<file path="config.mk">
export PLATFORM = sky130hd
export DESIGN_NAME = addsub_accum_pipe
export DESIGN_NICKNAME = d
export VERILOG_FILES = /design/src/rtl/addsub_pkg.sv /design/src/rtl/addsub_core.sv /design/src/rtl/addsub_accum_pipe.sv
export SDC_FILE = /design/constraint.sdc
export NUM_CORES = 1
export LEC_CHECK = 0
export BUFFER_PORTS_ARGS = -buffer_cell sky130_fd_sc_hd__buf_2
export CAP_MARGIN = 20
export CORE_MARGIN = 5
export CORE_UTILIZATION = 35
export CTS_BUF_LIST = sky130_fd_sc_hd__clkbuf_16
export DETAILED_ROUTE_END_ITERATION = 10
export PLACE_DENSITY = 0.65
export RECOVER_POWER = 100
export SYNTH_ARGS = -nofsm -noshare
export SYNTH_HDL_FRONTEND = slang
export SYNTH_SLANG_ARGS = --single-unit
</file>
<file path="constraint.sdc">
create_clock -name clk -period 6.6 [get_ports clk]
set_input_delay 0.66 -clock clk [delete_from_list [all_inputs] [get_ports clk]]
set_output_delay 0.66 -clock clk [all_outputs]
set_load 0.02 [all_outputs]
</file>
<file path="src/rtl/addsub_pkg.sv">
// Shared op encodings and width-generic signed limit helpers for the add/sub pipeline.
package addsub_pkg;

  typedef enum logic [1:0] {
    OP_ADD = 2'b00,
    OP_SUB = 2'b01,
    OP_ACC = 2'b10,
    OP_LDA = 2'b11
  } op_t;

  function automatic int signed_max(input int unsigned w);
    return (1 << (w - 1)) - 1;
  endfunction

  function automatic int signed_min(input int unsigned w);
    return -(1 << (w - 1));
  endfunction

endpackage

</file>
<file path="src/rtl/addsub_core.sv">
// Combinational signed add/subtract with overflow detection and optional clamping.
module addsub_core
  import addsub_pkg::*;
#(
  parameter int unsigned N   = 6,
  parameter bit          SAT = 1'b0
) (
  input  logic [N-1:0] x,
  input  logic [N-1:0] y,
  input  logic         sub,
  output logic [N-1:0] result,
  output logic         ovf
);

  localparam logic [N-1:0] MaxVal = N'(signed_max(N));
  localparam logic [N-1:0] MinVal = N'(signed_min(N));

  logic [N:0] x_ext;
  logic [N:0] y_ext;
  logic [N:0] sum;

  assign x_ext = {x[N-1], x};
  assign y_ext = {y[N-1], y};
  assign sum   = sub ? (x_ext - y_ext) : (x_ext + y_ext);
  assign ovf   = sum[N] ^ sum[N-1];

  // The extra top bit carries the sign of the true (unbounded) result.
  always_comb begin
    result = sum[N-1:0];
    if (SAT && ovf) begin
      result = sum[N] ? MinVal : MaxVal;
    end
  end

endmodule

</file>
<file path="src/rtl/addsub_accum_pipe.sv">
// Two-stage valid/ready add/sub/accumulate pipeline with overflow flags and optional saturation.
module addsub_accum_pipe
  import addsub_pkg::*;
#(
  parameter int unsigned N   = 6,
  parameter bit          SAT = 1'b0
) (
  input  logic         clk,
  input  logic         reset,
  input  logic         in_valid,
  output logic         in_ready,
  input  logic [1:0]   op,
  input  logic [N-1:0] a,
  input  logic [N-1:0] b,
  output logic         out_valid,
  input  logic         out_ready,
  output logic [N-1:0] result,
  output logic         ovf,
  output logic         zero,
  output logic         neg
);

  logic         s1_valid_q;
  op_t          s1_op_q;
  logic [N-1:0] s1_a_q;
  logic [N-1:0] s1_b_q;
  logic         s2_valid_q;
  logic [N-1:0] result_q;
  logic         ovf_q;
  logic         zero_q;
  logic         neg_q;
  logic [N-1:0] acc_q;

  logic         s2_adv;
  logic         xfer;
  logic         in_fire;
  logic [N-1:0] core_x;
  logic [N-1:0] core_y;
  logic         core_sub;
  logic [N-1:0] core_res;
  logic         core_ovf;
  logic [N-1:0] res_d;
  logic         ovf_d;

  assign s2_adv   = !s2_valid_q || out_ready;
  assign xfer     = s1_valid_q && s2_adv;
  assign in_ready = !s1_valid_q || s2_adv;
  assign in_fire  = in_valid && in_ready;

  always_comb begin
    core_x   = s1_a_q;
    core_y   = s1_b_q;
    core_sub = 1'b0;
    case (s1_op_q)
      OP_SUB: core_sub = 1'b1;
      OP_ACC: begin
        core_x = acc_q;
        core_y = s1_a_q;
      end
      default: ;
    endcase
  end

  addsub_core #(
    .N   (N),
    .SAT (SAT)
  ) u_core (
    .x      (core_x),
    .y      (core_y),
    .sub    (core_sub),
    .result (core_res),
    .ovf    (core_ovf)
  );

  // LDA bypasses the adder: it can never overflow.
  assign res_d = (s1_op_q == OP_LDA) ? s1_a_q : core_res;
  assign ovf_d = (s1_op_q == OP_LDA) ? 1'b0 : core_ovf;

  always_ff @(posedge clk) begin
    if (reset) begin
      s1_valid_q <= 1'b0;
      s1_op_q    <= OP_ADD;
      s1_a_q     <= '0;
      s1_b_q     <= '0;
      s2_valid_q <= 1'b0;
      result_q   <= '0;
      ovf_q      <= 1'b0;
      zero_q     <= 1'b0;
      neg_q      <= 1'b0;
      acc_q      <= '0;
    end else begin
      if (in_fire) begin
        s1_valid_q <= 1'b1;
        s1_op_q    <= op_t'(op);
        s1_a_q     <= a;
        s1_b_q     <= b;
      end else if (xfer) begin
        s1_valid_q <= 1'b0;
      end

      // acc is written on the same transfer, so a following ACC in stage 1 sees it.
      if (xfer) begin
        s2_valid_q <= 1'b1;
        result_q   <= res_d;
        ovf_q      <= ovf_d;
        zero_q     <= (res_d == '0);
        neg_q      <= res_d[N-1];
        if (s1_op_q == OP_ACC || s1_op_q == OP_LDA) begin
          acc_q <= res_d;
        end
      end else if (out_valid && out_ready) begin
        s2_valid_q <= 1'b0;
      end
    end
  end

  assign out_valid = s2_valid_q;
  assign result    = result_q;
  assign ovf       = ovf_q;
  assign zero      = zero_q;
  assign neg       = neg_q;

endmodule

</file>
* Word-level counts from Yosys, hierarchy flattened
Cells that the tools add are included.
** Operators by class
- Multipliers :: 0
- Mux-type cells :: 10
- Shift operators :: 0
- Add/sub/neg operators :: 2
- Reductions and logical operators :: 12
- Equality and inequality tests :: 3
- Divide/modulo/power cells :: 0
- Magnitude comparators :: 0
- Bitwise gates (word level) :: 1
** Operators by type and width (number)
- $mux 6 :: 3
- $add 6x6->7 :: 1
- $mux 7 :: 1
- $sub 6x6->7 :: 1
- $logic_not 6->1 :: 1
- $mux 1 :: 6
- $eq 2x2->1 const B :: 2
- $reduce_bool 2->1 :: 2
- $logic_and 1x1->1 :: 3
- $logic_or 1x1->1 :: 3
- $eq 2x1->1 const B :: 1
- $logic_not 1->1 :: 2
- $reduce_and 2->1 :: 1
- $xor 1x1->1 :: 1
** Storage, ports and cells
- Bits in latches :: 0
- ROM bits :: 0
- Register bits :: 31
- Output and inout port bits :: 11
- RAM bits :: 0
- Memories kept :: 0
- Input bits :: 18
- Logic and storage cells :: 38

* Longest topological paths before layout
- Depth after elaboration :: 6
- Mapped depth :: 14

* By module
Synthesis repeated with hierarchy kept, for this count alone.
** Second synthesis, totals
- Cells, all modules :: 201
- Area, all modules :: 1727.9 um^2
** Modules (own cells, without submodules)
- addsub_accum_pipe :: area each 1322.5 um^2, cells an instance 148, times used 1
- addsub_core :: area each 405.4 um^2, cells an instance 53, times used 1

* Least setup slack after synthesis
Ideal clock, no wire load.
- Kind :: register to register
- Start point :: reg s1_op_q[0]
- End point :: reg ovf_q, in the netlist ovf
- Cell stages (with the launch flop) :: 13
- Data required time :: 6.504 ns
- Setup time :: 0.096 ns
- Setup slack :: 3.544 ns
- Path buffers :: 0
- Arrival :: 2.961 ns
- Cells stage by stage :: dfxtp_1 nand2b_1 mux2_2 and3_1 maj3_2 a211oi_1 ha_1 o21ai_0 o21bai_1 a21oi_1 xnor3_1 xor2_1 o41ai_2
** Between the ends
- Longest elaborated chain between the ends :: 6
- Elaborated cells on any way between the ends :: 11
** RTL lines
- start, declared :: RTL line addsub_accum_pipe.sv:24 : op_t s1_op_q;
- start signal, assigned :: RTL line addsub_accum_pipe.sv:94 : s1_op_q <= op_t'(op);
- $eq 2x2->1 :: RTL line addsub_accum_pipe.sv:54 : case (s1_op_q)
- $mux 6 :: RTL line addsub_accum_pipe.sv:54
- $add 6x6->7 or $sub 6x6->7 (tied branches) :: RTL line addsub_core.sv:24 : assign sum = sub ? (x_ext - y_ext) : (x_ext + y_ext);
- $mux 7 :: RTL line addsub_core.sv:24
- $xor 1x1->1 :: RTL line addsub_core.sv:25 : assign ovf = sum[N] ^ sum[N-1];
- $mux 1 (*) :: RTL line addsub_accum_pipe.sv:77 : assign ovf_d = (s1_op_q == OP_LDA) ? 1'b0 : core_ovf;
- end signal, assigned :: RTL line addsub_accum_pipe.sv:105 : ovf_q <= ovf_d;
- end, declared :: RTL line addsub_accum_pipe.sv:29 : logic ovf_q;
Mark *: on every way between the ends. The rest lies on a longest branch, timed or not.
A chain may end at the register's enable or synchronous reset.

* Final worst setup path
- Start point :: reg s1_op_q[1]
- End point :: reg ovf_q, in the netlist ovf
Same word-level chain as after synthesis.

==> out/summary.json <==
{
  "finish.instance_area": {"value": 2185, "unit": "um2"},
  "boundaryPins": {"value": 29},
  "first_global_vias": {"value": 1734},
  "route.detailed.drc": {"value": 0},
  "clock-sinks": {"value": 30},
  "maximum_number_of_pins_on_one_net_before_global_route_repair": {"value": 32},
  "detailroute.via_count": {"value": 1782},
  "num-nets-final": {"value": 295},
  "final_cells": {"value": 340},
  "worstReg2RegStart": {"value": "s1_op_q[1]$_SDFFE_PP0P_"},
  "critical_path_peak_fanout": {"value": 15},
  "fmax": {"value": 0.2521, "unit": "GHz"},
  "synth_sequential_area_ratio": {"value": 0.3202},
  "regArea": {"value": 600.6, "unit": "um2"},
  "die-height": {"value": 83.21, "unit": "um"},
  "timing_worst_setup_path_type": {"value": "reg -> reg"},
  "number_of_cell_rows": {"value": 26},
  "timing.critical_path.to_type": {"value": "flop"},
  "hold-worst-slack": {"value": 0.4546, "unit": "ns"},
  "htree_num_levels": {"value": 2},
  "static-leakage-power": {"value": 0.0008709, "unit": "uW"},
  "startpoint_type": {"value": "flop"},
  "area_delta_synth_final": {"value": 16.48, "unit": "%"},
  "crit_end": {"value": "ovf$_SDFFE_PP0P_"},
  "fp.dieW": {"value": 83.21, "unit": "um"},
  "holdBufCountCts": {"value": 0},
  "portBuffers": {"value": 28},
  "grt_usage": {"value": 0.1428},
  "timing_worst_slew_pin_value": {"value": 1.352, "unit": "ns"},
  "post_drt_wl_per_cell": {"value": 13.68, "unit": "um"},
  "overflow": {"value": 0},
  "syn_area": {"value": 1876, "unit": "um2"},
  "antennaDiodeCount": {"value": 0},
  "tritoncts": {"value": "built"},
  "irDropWorstVdd": {"value": 0.1655, "unit": "mV"},
  "rr_endpoint": {"value": "ovf$_SDFFE_PP0P_"},
  "final_hold_viol_count": {"value": 0},
  "die_area": {"value": 6923, "unit": "um2"},
  "ant_nets": {"value": 0},
  "yosys_register_bits": {"value": 30},
  "postCtsSetupBuffers": {"value": 0},
  "post_dp_cell_area": {"value": 2042, "unit": "um2"},
  "ys_async_sr_fraction": {"value": 0},
  "min-delay-path-class": {"value": "reg -> reg"},
  "global_route_wire_length_before_repair": {"value": 8.190, "unit": "mm"},
  "cells_after_synth": {"value": 249},
  "worst-endpoint-arrival": {"value": 4.14, "unit": "ns"},
  "maximum_buffer_depth_of_the_clock_tree": {"value": 2},
  "yosys_warnings": {"value": 0},
  "launch_point_of_the_critical_path": {"value": "s1_op_q[1]$_SDFFE_PP0P_"},
  "fin_crit_sh": {"value": 0.6011},
  "fin_total_pwr": {"value": 614.6, "unit": "uW"},
  "core_area": {"value": 5172, "unit": "um2"},
  "synth-edff-count": {"value": 0},
  "place_congestion": {"value": 0.8874},
  "grt_antenna_before_repair": {"value": 0},
  "finalMaxSlewViolations": {"value": 0},
  "cts.repair.resized": {"value": 0},
  "floorplan.initialDensity": {"value": 0.3626},
  "period_needed": {"value": 3.967, "unit": "ns"},
  "worst_reg2reg_path_depth": {"value": 12},
  "syn_area_per_cell": {"value": 7.532, "unit": "um2"},
  "skew": {"value": 0.004329, "unit": "ns"},
  "drive_gt1_frac": {"value": 0.1111},
  "cts_buffers": {"value": 5},
  "route.detailed.vias_per_inst": {"value": 5.241},
  "synth_net_count": {"value": 274},
  "n_fill_cell": {"value": 552},
  "drv_cap": {"value": 0},
  "clk_root_buffer_cell": {"value": "sky130_fd_sc_hd__clkbuf_16"},
  "setup_viol": {"value": 0},
  "clkSlewWorstSetupHoldPaths": {"value": 0.05, "unit": "ns"},
  "detail_route.wirelength": {"value": 4.651, "unit": "mm"},
  "reg2reg_slack": {"value": 2.63, "unit": "ns"},
  "detailedRoute.firstIterationViolations": {"value": 83},
  "insertion_delay": {"value": 0.27, "unit": "ns"},
  "tns": {"value": 0, "unit": "ns"},
  "area_taken_by_multi_input_logic_gates": {"value": 1197, "unit": "um2"},
  "numPlacedInstances": {"value": 333},
  "detail_route.first_pass.iterations": {"value": 4},
  "synth_top_flop_cell": {"value": "sky130_fd_sc_hd__dfxtp_1"},
  "pwrdens": {"value": 281.3, "unit": "nW/um2"},
  "status": {"value": "finished clean"},
  "worstPathRequired": {"value": 6.77, "unit": "ns"},
  "detailed_place_hpwl": {"value": 3.348, "unit": "mm"},
  "yosysUniqueCellTypes": {"value": 52},
  "grt_setup_unrepaired": {"value": "no"},
  "relSlewSlack": {"value": 0.09877}
}
cell usage after synthesis (all sizes together) (2+ instances only):
master   n  area, um2
clkbuf   8      30.03
o22ai    2      12.51
o22a     2      17.52
and2     3      21.28
a221oi   2      17.52
mux2i    6      60.06
buf      6      31.28
and3     3      20.02
a31oi    3      18.77
maj3     3      32.53
xor2     2      17.52
ha       6      75.07
nor2b    5      31.28
a211oi  10      80.07
dfxtp   30      600.6
a21oi   27      135.1
inv      4      15.01
nand2   69      259.0
nand2b   3      18.77
o211ai   2      15.01
nor2    18      67.56
xnor2    3      26.28
o21ai   11      55.05
layout by cell type, fill, tap and decap left out, types with 2 or more instances in the layout:
cell type	netlist	final
sky130_fd_sc_hd__dfxtp_1	30	30
sky130_fd_sc_hd__a21oi_1	27	27
sky130_fd_sc_hd__o21ai_0	10	10
sky130_fd_sc_hd__and3_1	2	2
sky130_fd_sc_hd__a31oi_1	3	3
sky130_fd_sc_hd__o22ai_1	2	2
sky130_fd_sc_hd__xor2_1	2	2
sky130_fd_sc_hd__a221oi_1	2	2
sky130_fd_sc_hd__buf_2	4	16
sky130_fd_sc_hd__nor2b_1	5	5
sky130_fd_sc_hd__a211oi_1	9	9
sky130_fd_sc_hd__maj3_1	1	2
sky130_fd_sc_hd__nand2_1	69	69
sky130_fd_sc_hd__nor2_1	18	18
sky130_fd_sc_hd__mux2i_1	6	6
sky130_fd_sc_hd__clkbuf_16	0	5
sky130_fd_sc_hd__nand2b_1	3	3
sky130_fd_sc_hd__xnor2_1	3	3
sky130_fd_sc_hd__o22a_1	2	2
sky130_fd_sc_hd__ha_1	6	6
sky130_fd_sc_hd__clkbuf_1	8	12
sky130_fd_sc_hd__o211ai_1	2	2
sky130_fd_sc_hd__inv_1	4	4
stage by stage:
stage / setup WS [ns] / util
CTS: 2.707 / 0.4255
floorplan: 3.544 / -
global route: 2.308 / 0.4224
global placement: 2.876 / 0.3948
finish: 2.633 / 0.4224
detailed placement: 2.738 / 0.3948
kinds of logic (layout without fill, tap and decap cells):
| logic type | Yosys count | in the layout | synth area share |
|---|---|---|---|
| AO/OA/AOI/OAI | 67 | 67 | 0.2288 |
| XOR/XNOR | 6 | 6 | 0.03536 |
| adder cells (fa/ha/maj) | 10 | 10 | 0.06804 |
| buffers and inverters | 18 | 39 | 0.04069 |
| flip-flops | 30 | 30 | 0.3202 |
| multiplexers | 7 | 7 | 0.03803 |
| AND/OR/NAND/NOR | 111 | 111 | 0.2689 |
registers in the layout, indices dropped and copies added, names as in the netlist:
name and flops:
acc_q 6, result 6, s1_a_q 6, s1_b_q 6
s1_op_q 2, out_valid 1, ovf 1, s1_valid_q 1
zero 1
metal layers:
metal / vias to the layer above / wire, um / GRT usage
li1: 912 / - / -
met1: 809 / 2290 / 0.1826
met2: 49 / 2019 / 0.2245
met3: 12 / 196 / 0.02970
met4: 0 / 143 / 0.07429
met5: - / 0 / 0
worst max-delay path, cell delays in order (launching register included):
cell                       delay (ns)
sky130_fd_sc_hd__dfxtp_1         0.63
sky130_fd_sc_hd__nand2b_1        0.43
sky130_fd_sc_hd__mux2_1          0.47
sky130_fd_sc_hd__and3_1          0.19
sky130_fd_sc_hd__maj3_1          0.36
sky130_fd_sc_hd__a211oi_1        0.26
sky130_fd_sc_hd__ha_1            0.31
sky130_fd_sc_hd__o21ai_0         0.23
sky130_fd_sc_hd__o21bai_1        0.09
sky130_fd_sc_hd__a21oi_1         0.19
sky130_fd_sc_hd__xnor3_1         0.34
sky130_fd_sc_hd__xor2_1          0.16
sky130_fd_sc_hd__o41ai_2         0.19
how the worst min path moves through the flow:
stage / start / endpoint / slack, ns / cells past startpoint
finish: result[0]$_SDFFE_PP0P_ / result[0]$_SDFFE_PP0P_ / 0.45 / 2
detailed placement: result[0]$_SDFFE_PP0P_ / result[0]$_SDFFE_PP0P_ / 0.45 / 2
global placement: result[0]$_SDFFE_PP0P_ / result[0]$_SDFFE_PP0P_ / 0.44 / 2
global route: zero$_SDFFE_PP0P_ / zero$_SDFFE_PP0P_ / 0.48 / 2
CTS: result[0]$_SDFFE_PP0P_ / result[0]$_SDFFE_PP0P_ / 0.45 / 2
floorplan: acc_q[0]$_SDFFE_PP0P_ / acc_q[0]$_SDFFE_PP0P_ / 0.44 / 2
area by class of cell:
cell class / instances / share of cell area
clock buffers: 5 / 0.05727
inverters: 4 / 0.006873
repair buffers: 28 / 0.05727
well taps: 70 / 0.04009
flip-flops and latches: 30 / 0.2749
multi-input cells: 201 / 0.5481
clock inverters: 2 / 0.01546
power by group:
group          switching [uW]  leakage (uW)  internal (uW)  total (uW)
Clock                    77.5     0.0000773            174         252
Combinational            90.4      0.000548           66.8         157
Sequential               12.8      0.000246            193         206
Power figures use the tool's default switching activity.
